**src/rtl/regfile_pkg.sv**
```systemverilog
// Shared constants and dump-state encoding for the register-file access controller.
package regfile_pkg;

   localparam int unsigned DATA_W   = 32;
   localparam int unsigned ADDR_W   = 5;
   localparam int unsigned NUM_REGS = 32;

   localparam logic [ADDR_W-1:0] LAST_IDX = ADDR_W'(NUM_REGS - 1);

   typedef enum logic [1:0] {
      StIdle,
      StRd,
      StOut,
      StDone
   } dump_state_e;

endpackage

```
**src/rtl/regfile_dump_fsm.sv**
```systemverilog
// Register-dump sequencer: walks every register through the rs read port and
// streams the values out over a valid/ready handshake while the pipeline is halted.
module regfile_dump_fsm
   import regfile_pkg::*;
(
   input  logic              clk,
   input  logic              reset,
   input  logic              pipe_halted_i,
   input  logic              dump_start_i,
   input  logic              dump_ready_i,
   input  logic [DATA_W-1:0] rd_data_i,
   output logic [ADDR_W-1:0] rd_ptr_o,
   output logic              rd_sel_o,
   output logic              dump_busy_o,
   output logic              dump_valid_o,
   output logic [DATA_W-1:0] dump_data_o,
   output logic [ADDR_W-1:0] dump_addr_o,
   output logic              dump_last_o,
   output logic              dump_done_o
);

   dump_state_e       state_q, state_d;
   logic [ADDR_W-1:0] ptr_q, ptr_d;
   logic [DATA_W-1:0] data_q, data_d;
   logic [ADDR_W-1:0] addr_q, addr_d;

   always_ff @(posedge clk or posedge reset) begin
      if (reset) begin
         state_q <= StIdle;
         ptr_q   <= '0;
         data_q  <= '0;
         addr_q  <= '0;
      end else begin
         state_q <= state_d;
         ptr_q   <= ptr_d;
         data_q  <= data_d;
         addr_q  <= addr_d;
      end
   end

   always_comb begin
      state_d = state_q;
      ptr_d   = ptr_q;
      data_d  = data_q;
      addr_d  = addr_q;
      case (state_q)
         StIdle: begin
            if (dump_start_i && pipe_halted_i) begin
               ptr_d   = '0;
               state_d = StRd;
            end
         end
         StRd: begin
            if (!pipe_halted_i) begin
               state_d = StDone;
            end else begin
               data_d  = rd_data_i;
               addr_d  = ptr_q;
               state_d = StOut;
            end
         end
         StOut: begin
            // Losing the halt aborts even if the consumer is accepting this cycle.
            if (!pipe_halted_i) begin
               state_d = StDone;
            end else if (dump_ready_i) begin
               if (ptr_q == LAST_IDX) begin
                  state_d = StDone;
               end else begin
                  ptr_d   = ptr_q + 1'b1;
                  state_d = StRd;
               end
            end
         end
         StDone:  state_d = StIdle;
         default: state_d = StIdle;
      endcase
   end

   assign rd_ptr_o     = ptr_q;
   assign rd_sel_o     = (state_q == StRd);
   assign dump_busy_o  = (state_q == StRd) || (state_q == StOut);
   assign dump_valid_o = (state_q == StOut);
   assign dump_data_o  = data_q;
   assign dump_addr_o  = addr_q;
   assign dump_last_o  = (state_q == StOut) && (addr_q == LAST_IDX);
   assign dump_done_o  = (state_q == StDone);

endmodule

```
**src/rtl/regfile_access_ctrl.sv**
```systemverilog
// Arbitrates the REGMEM write port between writeback and debug, and shares the
// rs read port between the ID stage and the register-dump sequencer.
module regfile_access_ctrl
   import regfile_pkg::*;
(
   input  logic              clk,
   input  logic              reset,
   input  logic              pipe_halted,
   input  logic              wb_we,
   input  logic [ADDR_W-1:0] wb_addr,
   input  logic [DATA_W-1:0] wb_data,
   input  logic [ADDR_W-1:0] id_rs,
   input  logic              dbg_wr_valid,
   input  logic [ADDR_W-1:0] dbg_wr_addr,
   input  logic [DATA_W-1:0] dbg_wr_data,
   output logic              dbg_wr_ready,
   input  logic              dump_start,
   output logic              dump_busy,
   output logic              dump_valid,
   input  logic              dump_ready,
   output logic [DATA_W-1:0] dump_data,
   output logic [ADDR_W-1:0] dump_addr,
   output logic              dump_last,
   output logic              dump_done,
   output logic [ADDR_W-1:0] rf_rs,
   input  logic [DATA_W-1:0] rf_data_1,
   output logic [ADDR_W-1:0] rf_reg_addr,
   output logic [DATA_W-1:0] rf_write_data,
   output logic              rf_write_enable
);

   logic [ADDR_W-1:0] dump_ptr;
   logic              dump_rd_sel;
   logic              dbg_grant;

   regfile_dump_fsm u_dump_fsm (
      .clk           (clk),
      .reset         (reset),
      .pipe_halted_i (pipe_halted),
      .dump_start_i  (dump_start),
      .dump_ready_i  (dump_ready),
      .rd_data_i     (rf_data_1),
      .rd_ptr_o      (dump_ptr),
      .rd_sel_o      (dump_rd_sel),
      .dump_busy_o   (dump_busy),
      .dump_valid_o  (dump_valid),
      .dump_data_o   (dump_data),
      .dump_addr_o   (dump_addr),
      .dump_last_o   (dump_last),
      .dump_done_o   (dump_done)
   );

   assign rf_rs = dump_rd_sel ? dump_ptr : id_rs;

   assign dbg_wr_ready = pipe_halted & ~wb_we & ~dump_busy;
   assign dbg_grant    = dbg_wr_valid & dbg_wr_ready;

   // Enable is gated on a non-zero address so $zero can never be written.
   always_comb begin
      rf_reg_addr     = '0;
      rf_write_data   = '0;
      rf_write_enable = 1'b0;
      if (wb_we) begin
         rf_reg_addr     = wb_addr;
         rf_write_data   = wb_data;
         rf_write_enable = |wb_addr;
      end else if (dbg_grant) begin
         rf_reg_addr     = dbg_wr_addr;
         rf_write_data   = dbg_wr_data;
         rf_write_enable = |dbg_wr_addr;
      end
   end

endmodule
```
**config.mk**
```make
export PLATFORM = sky130hd
export DESIGN_NAME = regfile_access_ctrl
export DESIGN_NICKNAME = d
export VERILOG_FILES = /design/src/rtl/regfile_pkg.sv /design/src/rtl/regfile_dump_fsm.sv /design/src/rtl/regfile_access_ctrl.sv
export SDC_FILE = /design/constraint.sdc
export NUM_CORES = 1
export LEC_CHECK = 0
export CORE_MARGIN = 2
export CORE_UTILIZATION = 35
export DETAILED_ROUTE_END_ITERATION = 7
export PLACE_DENSITY = 0.93
export SKIP_CTS_REPAIR_TIMING = 1
export SLEW_MARGIN = 5
export SYNTH_ARGS = -nofsm -noshare
export SYNTH_HDL_FRONTEND = slang
export SYNTH_SLANG_ARGS = --single-unit
```
**constraint.sdc**
```tcl
create_clock -name clk -period 3.6 [get_ports clk]
set_input_delay 0.9 -clock clk [delete_from_list [all_inputs] [get_ports clk]]
set_output_delay 0.9 -clock clk [all_outputs]
set_load 0.005 [all_outputs]
```
---- Word level (Yosys, flattened, before mapping) ----
Index checks and enable logic that the tools add are counted.
word-level totals
  flip-flop bits (word level) ............. 44
cells by class
  add/subtract/negate cells ............... 1
  eq/ne operators ......................... 10
  muxes and demuxes ....................... 18
  bitwise logic cells ..................... 5
  reductions and logical operators ........ 10
operator list
  cell                 number
  $mux 32              2
  $mux 5               7
  $eq 5x5->1 const B   2
  $pmux 5 s2           1
  $reduce_or 5->1      2
  $mux 2               4
  $pmux 2 s4           1
  $add 5x1->5 const B  1
  $reduce_and 5->1     1
  $eq 2x2->1 const B   2
  $ne 2x1->1 const B   2
  $ne 2x2->1 const B   2
  $reduce_and 2->1     2
  $and 1x1->1          3
  $mux 1               3
  $ne 3x2->1 const B   1
  $eq 2x1->1 const B   1
  $logic_and 1x1->1    2
  $logic_not 2->1      1
  $not 1->1            2
  $reduce_bool 2->1    1
  $logic_or 1x1->1     1

---- Logic depth before layout (Yosys ltp) ----
Gate-level depths: netlist of run 1.
  depth after elaboration ................. 7
  depth in mapped cells ................... 7
  gate-level depth less buffers ........... 6

---- Cells and area by module ----
From an unflattened synthesis of run 1, not the netlist that was laid out.
unflattened totals
  cell total of the unflattened synthesis .. 192
  area total of the unflattened synthesis .. 2,408.6 sq um
by module, submodules not included
  module               instances  cells an instance  area each (sq um)
  regfile_dump_fsm     1          135                1,923.1
  regfile_access_ctrl  1          57                 485.5

---- Worst setup path before layout of run 1 ----
Ideal clock, no wire load.
  path type ............................... input-to-output
  start point ............................. input wb_addr[3]
  end point ............................... output rf_write_enable
  arrival time ............................ 1.610 ns
  setup slack ............................. 1.090 ns
  stages on the path ...................... 3
  cell sequence ........................... or4_1 o21ai_0 nand2_1
on the way
  longest elaborated chain between the ends .. 2
ends and longest elaborated chain
  element          line                       text
  start, declared  regfile_access_ctrl.sv:10  input logic [ADDR_W-1:0] wb_addr,
  $reduce_or 5->1  regfile_access_ctrl.sv:66  rf_write_enable = |wb_addr;
  $mux 1           regfile_access_ctrl.sv:63  if (wb_we) begin
  end, declared    regfile_access_ctrl.sv:29  output logic rf_write_enable
No other way between the ends.

---- Worst setup path after layout of run 1 ----
  start point ............................. input wb_we
  end point ............................... output rf_write_data[31]
on the way
  longest elaborated chain between the ends .. 6
ends and longest elaborated chain
  element                    line                       text
  start, declared            regfile_access_ctrl.sv:9   input logic wb_we,
  $not 1->1                  regfile_access_ctrl.sv:55  assign dbg_wr_ready = pipe_halted & ~wb_we & ~dump_busy;
  $and 1x1->1 (2 in series)  regfile_access_ctrl.sv:55
  $and 1x1->1                regfile_access_ctrl.sv:56  assign dbg_grant = dbg_wr_valid & dbg_wr_ready;
  $mux 32                    regfile_access_ctrl.sv:67  end else if (dbg_grant) begin
  $mux 32 *                  regfile_access_ctrl.sv:63
  end, declared              regfile_access_ctrl.sv:28  output logic [DATA_W-1:0] rf_write_data,
Mark *: on every way between the ends. The rest lies on a longest branch, timed or not.

==> summary.txt, run 1 <==
Min path
  – Hold endpoint: u_dump_fsm.dump_data_o[31]$_DFFE_PP0P_
  – Hold path cells: 1
  – Hold WC Path Type: register to register
  – Hold_sp: u_dump_fsm.dump_data_o[31]$_DFFE_PP0P_

Logic synthesis
  – Asr flop ratio synth: 100%
  – Largest area contributor in the netlist: dfrtp_1
  – Netlist cell types: 35
  – Number of synthesized flops with an enable pin: 0
  – Synth cell count leaders: 44 x dfrtp_1, 39 x mux2_2, 37 x a22o_1, 9 x nand2_1, 8 x buf_2
  – Post-synthesis cell count: 195
  – Count leader, synth: dfrtp_1
  – Mean Syn Cell Area: 12.2 um^2
  – Syn_nets: 320
  – Post-Synthesis Cell Area: 2380 um^2
  – Post-synthesis sequential area ratio: 46.3%
  – Main area contributors after synthesis: dfrtp_1 46%, mux2_2 18%, a22o_1 14%, ha_1 3.7%, buf_2 1.7%
  – Primary FF master, synth: dfrtp_1
  – Synthesis-stage register bit count: 44
  – Synthesis Warnings: 0
  – Synth top area share: 46.3%

Placed design
  – Gpl congestion: 0.764
  – Number of instances in the placed design: 468
  – HPWL after DPL: 6800 um
  – PortBufs: 202

Power
  – Worst vdd ir: 0.000248 V
  – Combinational power share: 53.4%
  – PwrDens: 584 nW/um^2
  – NetSw: 0.000777 W
  – Clk pwr share: 14.6%
  – Flop pwr share: 32.1%
  – Total power draw: 0.00268 W
  – Switching Share: 29.0%
  – LEAKAGE: 1.88 nW
  – P_int: 0.00191 W

Critical path
  – Kind of end point of the critical path: output pin
  – CP Cell Sequence: clkdlybuf4s50_1, and4bb_1, buf_12, a22o_1, clkdlybuf4s50_1
  – Most frequent cell on the critical path: clkdlybuf4s50_1
  – Path depth of the worst reg2reg path: 5
  – Critical Path AT: 2.65 ns
  – R2r startpoint: u_dump_fsm.state_q[0]$_DFFE_PP0P_
  – CP delay by family, top: buffers and inverters
  – CP max-delay cell: clkdlybuf4s50_1
  – Worst path max stage delay: 0.53 ns
  – Bufs and invs on worst path: 3
  – Required time worst endpoint: 2.70 ns
  – Kind of critical path: input pin to output pin
  – Worst Path Max Fanout: 38
  – FF-to-FF setup slack: 1.53 ns
  – Reg2reg end: u_dump_fsm.rd_ptr_o[0]$_DFFE_PP0P_
  – Worst Setup Start Kind: input pin

Global route
  – Remaining Overflow, GRT: 0
  – Gr busiest metal: met2
  – Largest net degree at the start of global routing: 41
  – GRT Util Overall: 21.2%
  – Global-route wire length before repair: 12,300 um
  – Grt met2 use: 35.7%
  – Number of global-route vias before repair: 2,403
  – Grt met3 use: 6.38%
  – Met1 usage: 26.4%
  – Initial antenna violation count: 0

CTS
  – Clock sinks: 44
  – CTS Buffer Depth: 2
  – Worst-path clk slew: 0.07 ns
  – CTS tree: done
  – Clk_lat worst skew: 0.29 ns
  – H-tree depth: 2
  – TritonCTS Buffers: 5
  – CTS root buffer: clkbuf_8

Floorplan
  – Die extent in x: 86.4 um
  – Die H: 86.4 um
  – Die ar.: 7460 um^2
  – Row count: 30
  – Initial Utilization: 35.6%
  – CORE AREA: 6680 um^2
  – Top Ports: 203

Route
  – DR vias: 2,392
  – DRT antenna net count: 0
  – Initial DRC Count: 69
  – Routed WL: 8390 um
  – # DRC: 0
  – DRT Pass-1 Iters: 4
  – Avg WL per Cell: 17.6 um
  – Routed vias/inst: 5.03

STA
  – Final Max Tran Viols: 0
  – Final period util: 98.7%
  – Final setup vio count: 0
  – Worst slew margin: 53.2%
  – Setup TNS Final: 0 ns
  – Final min period: 3.55 ns
  – FMAX: 281 MHz
  – RSZ-0062 raised after global routing: false
  – Worst slew pin tran: 0.697 ns
  – Max Clock Skew: 0.00795 ns
  – Hold Fails Final Rpt: 0

Finish
  – Share of layout cells above drive strength 1: 13.9%
  – Synth-to-layout area growth: 93.4%
  – Non-filler cells, final: 476
  – Nets: 520
  – N_diodes: 0

Job
  – Max-cap violation count: 0

Outcome
  – Status: finished clean
-- power by group through the flow --
stage	registers [W]	logic, W	clock network (W)
2_1_floorplan	0.000872	0.000588	0
5_1_grt	0.000894	0.00153	0.000426
3_3_place_gp	0.000854	0.00141	0
6_report	0.000860	0.00143	0.000391
4_1_cts	0.000863	0.00145	0.000402
3_5_place_dp	0.000874	0.00144	0
-- registers in the layout, summed over array words and instances (netlist names) --
name	flops
u_dump_fsm.dump_addr_o	5
u_dump_fsm.dump_data_o	32
u_dump_fsm.rd_ptr_o	5
u_dump_fsm.state_q	2
-- cell usage in the layout, fill, tap and decap left out, drive strengths merged, types with 2 or more instances in the layout --
cell / count
dfrtp: 44
clkbuf: 6
buf: 5
inv: 6
nand2b: 2
or4: 3
nand2: 9
mux2: 40
clkdlybuf4s50: 202
mux2i: 3
o21ai: 7
a22o: 37
clkinv: 2
ha: 7
nor2b: 2
nand3b: 2
a211oi: 2
-- stage by stage --
step | utilization [%] | hold WS [ns] | instance area [um^2] | worst slack (ns)
2_1_floorplan | - | 0.494 | 2380 | 1.09
3_3_place_gp | 67.0 | 0.484 | 4470 | 0.0699
3_5_place_dp | 67.0 | 0.492 | 4470 | 0.0645
4_1_cts | 68.8 | 0.511 | 4600 | 0.0670
5_1_grt | 68.8 | 0.517 | 4600 | 0.0300
6_report | 68.8 | 0.508 | 4600 | 0.0462
-- how the worst max path moves through the flow --
stage / cells past startpoint / start / slack, ns / endpoint
after floorplan: 3 / wb_addr[3] / 1.09 / rf_write_enable
after global placement: 5 / wb_we / 0.07 / rf_write_data[31]
after detailed placement: 5 / wb_we / 0.06 / rf_write_data[31]
after CTS: 5 / wb_we / 0.07 / rf_write_data[31]
after global routing: 5 / wb_we / 0.03 / rf_write_data[31]
final: 5 / wb_we / 0.05 / rf_write_data[31]
-- worst reg2reg max path, cell delays in order, from the launching register on --
cell      delay (ns)
dfrtp_1         0.43
inv_1           0.13
ha_1            0.45
mux2i_1         0.25
a211oi_4        0.37
mux2_4          0.33
-- cell type report --
cell class | instances | area [um^2]
Tap cell | 80 | 100
Inverter | 7 | 26.3
Fill cell | 497 | 2090
Clock buffer | 6 | 82.6
Timing Repair Buffer | 207 | 2070
Multi-Input combinational cell | 130 | 1170
Sequential cell | 44 | 1100
Clock inverter | 2 | 38.8
-- routing by layer --
metal	wire length, um	up-vias
met4	127	0
met3	626	12
li1	-	1141
met1	3500	1130
met2	4130	109
met5	0	-
-- cell families (layout without fill, tap and decap cells) --
group	after synthesis	after routing	synth area share, %
AOI/OAI and AO/OA	53	53	18.7
DFF	44	44	46.3
muxes	43	43	20.4
and+or+nand+nor	27	27	6.63
buffers and inverters	21	222	4.21
adders and majority gates	7	7	3.69
Power figures use the tool's default switching activity.
==> run 2: changes to the inputs <==
- CORE_ASPECT_RATIO: default -> 0.75
==> run 2 against run 1 <==
Against the previous run:
- critical path depth is the same
- final cell count grew 0.21%
- clock skew is essentially flat
- hold slack gained 0.00068 ns
- setup slack gained 0.044 ns
- largest cell class unchanged
- sequential share of layout area grew 0.20 points
- design area shrank 0.82%
- flip-flop and latch count is the same
- wire length grew 2.3%
- largest power group unchanged
- utilization grew 2.0 points
==> summary.txt, run 2 (synthesis results as in run 1) <==
Global route
  – Largest net degree at the start of global routing: 45 (was 41)
  – Number of global-route vias before repair: 2,412 (was 2,403)
  – GRT Util Overall: 21.2% (about the same)
  – Initial antenna violation count: 0 (unchanged)
  – Remaining Overflow, GRT: 0 (unchanged)
  – Global-route wire length before repair: 12,300 um (about the same)

Critical path
  – Kind of end point of the critical path: output pin (unchanged)
  – CP delay by family, top: buffers and inverters (unchanged)
  – FF-to-FF setup slack: 1.54 ns (was 1.53 ns)
  – Worst Path Max Fanout: 18 (was 38)
  – Critical Path AT: 2.61 ns (was 2.65 ns)
  – Kind of critical path: input pin to output pin (unchanged)
  – Worst path max stage delay: 0.54 ns (was 0.53 ns)
  – Worst Setup Start Kind: input pin (unchanged)
  – Critical Path Stages: 5 (unchanged)
  – Path depth of the worst reg2reg path: 5 (unchanged)
  – CP max-delay cell: clkdlybuf4s50_1 (unchanged)
  – Required time worst endpoint: 2.70 ns (about the same)
  – Most frequent cell on the critical path: clkdlybuf4s50_1 (unchanged)
  – Bufs and invs on worst path: 3 (unchanged)
  – CP Cell Sequence: clkdlybuf4s50_1, and4bb_2, buf_6, a22o_1, clkdlybuf4s50_1 (was clkdlybuf4s50_1, and4bb_1, buf_12, a22o_1, clkdlybuf4s50_1)

STA
  – Worst slew pin tran: 0.895 ns (was 0.697 ns)
  – Final setup vio count: 0 (unchanged)
  – Final period util: 97.5% (was 98.7%)
  – Final min period: 3.51 ns (was 3.55 ns)
  – Max Clock Skew: 0.00831 ns (was 0.00795 ns)
  – RSZ-0062 raised after global routing: false (unchanged)
  – Worst slew margin: 40.2% (was 53.2%)
  – Final Max Tran Viols: 0 (unchanged)
  – FMAX: 285 MHz (was 281 MHz)
  – Setup TNS Final: 0 ns (unchanged)
  – Hold Fails Final Rpt: 0 (unchanged)

CTS
  – CTS Buffer Depth: 2 (unchanged)
  – TritonCTS Buffers: 5 (unchanged)
  – Worst-path clk slew: 0.08 ns (was 0.07 ns)
  – CTS tree: done (unchanged)
  – CTS root buffer: clkbuf_8 (unchanged)
  – H-tree depth: 2 (unchanged)
  – Clock sinks: 44 (unchanged)
  – Clk_lat worst skew: 0.29 ns (about the same)

Route
  – Avg WL per Cell: 18.0 um (was 17.6 um)
  – # DRC: 0 (unchanged)
  – DR vias: 2,365 (was 2,392)
  – Routed WL: 8580 um (was 8390 um)
  – DRT Pass-1 Iters: 4 (unchanged)
  – Initial DRC Count: 58 (was 69)
  – DRT antenna net count: 0 (unchanged)
  – Routed vias/inst: 4.96 (was 5.03)

Placed design
  – HPWL after DPL: 6980 um (was 6800 um)
  – Gpl congestion: 0.752 (was 0.764)
  – PortBufs: 202 (unchanged)
  – Placement Cell Area: 4460 um^2 (was 4470 um^2)

Power
  – P_int: 0.00181 W (was 0.00191 W)
  – PwrDens: 569 nW/um^2 (was 584 nW/um^2)
  – Switching Share: 30.1% (was 29.0%)
  – Worst vdd ir: 0.000314 V (was 0.000248 V)
  – LEAKAGE: 1.86 nW (was 1.88 nW)
  – Combinational power share: 55.1% (was 53.4%)
  – Clk pwr share: 11.7% (was 14.6%)
  – Total power draw: 0.00259 W (was 0.00268 W)
  – Flop pwr share: 33.2% (was 32.1%)
  – NetSw: 0.000780 W (was 0.000777 W)

Floorplan
  – Die extent in x: 99.1 um (was 86.4 um)
  – Top Ports: 203 (unchanged)
  – CORE AREA: 6440 um^2 (was 6680 um^2)
  – Die ar.: 7470 um^2 (was 7460 um^2)
  – Die H: 75.4 um (was 86.4 um)
  – Row count: 25 (was 30)
  – Initial Utilization: 36.9% (was 35.6%)

Finish
  – Post-route cell area: 4560 um^2 (was 4600 um^2)
  – Synth-to-layout area growth: 91.8% (was 93.4%)
  – Nets: 520 (unchanged)
  – Commonest non-fill, non-tap cell in the layout: clkdlybuf4s50_1 (unchanged)
  – Commonest non-fill, non-tap cells in the layout: 202 x clkdlybuf4s50_1, 44 x dfrtp_1, 39 x mux2_2 (unchanged)
  – Fin util: 70.7% (was 68.8%)
  – N_diodes: 0 (unchanged)
  – Max reg flops: 32 (unchanged)
  – Share of layout cells above drive strength 1: 14.4% (was 13.9%)

Job
  – Max-cap violation count: 0 (unchanged)

Min path
  – Hold path cells: 1 (unchanged)
  – Hold WC Path Type: register to register (unchanged)

Outcome
  – Status: finished clean (unchanged)
-- run 2: cell count changes in the layout (fill, tap and decap cells not counted), sizes merged --
cell	before	now
bufinv	1	0
clkbuf	6	5
clkinv	2	3
inv	6	7
-- run 2: layout make-up --
cell class,count,area (um^2)
repair buffers,207,2070
fillers,480,1890
multi-input cells,130,1170
flip-flops and latches,44,1100
well taps,81,101
clock buffers,5,68.8
inverters,7,26.3
clock inverters,3,18.8
-- run 2: metal layers --
layer | up-vias | wire, um | global-route usage (%)
met1 | 1127 | 3670 | 28.9
met3 | 8 | 555 | 5.14
li1 | 1137 | - | -
met4 | 0 | 90 | 4.26
met2 | 93 | 4260 | 35.2
met5 | - | 0 | 0
-- run 2: final timing paths --
kind	start	endpoint
worst max-delay path	wb_we	rf_write_data[31]
worst min-delay path	u_dump_fsm.dump_data_o[14]$_DFFE_PP0P_	u_dump_fsm.dump_data_o[14]$_DFFE_PP0P_
worst max register to register	u_dump_fsm.state_q[0]$_DFFE_PP0P_	u_dump_fsm.rd_ptr_o[0]$_DFFE_PP0P_
worst min register to register	u_dump_fsm.dump_data_o[14]$_DFFE_PP0P_	u_dump_fsm.dump_data_o[14]$_DFFE_PP0P_
max in group asynchronous	reset	u_dump_fsm.dump_data_o[24]$_DFFE_PP0P_
min in group asynchronous	reset	u_dump_fsm.dump_data_o[25]$_DFFE_PP0P_
-- run 2: power groups by stage --
stage               Combinational (W)  Clock [W]  Sequential (W)
floorplan                    0.000588          0        0.000872
global placement              0.00141          0        0.000855
detailed placement            0.00144          0        0.000874
CTS                           0.00145   0.000314        0.000862
global route                  0.00154   0.000344        0.000894
finish                        0.00143   0.000304        0.000860
-- run 2: stage by stage --
stage	setup WS [ns]	instances	hold WS [ns]
final	0.0901	477	0.508
after global placement	0.124	469	0.485
after global routing	0.0304	477	0.532
after CTS	0.0416	477	0.510
after detailed placement	0.0573	469	0.492
after floorplan	1.09	195	0.494
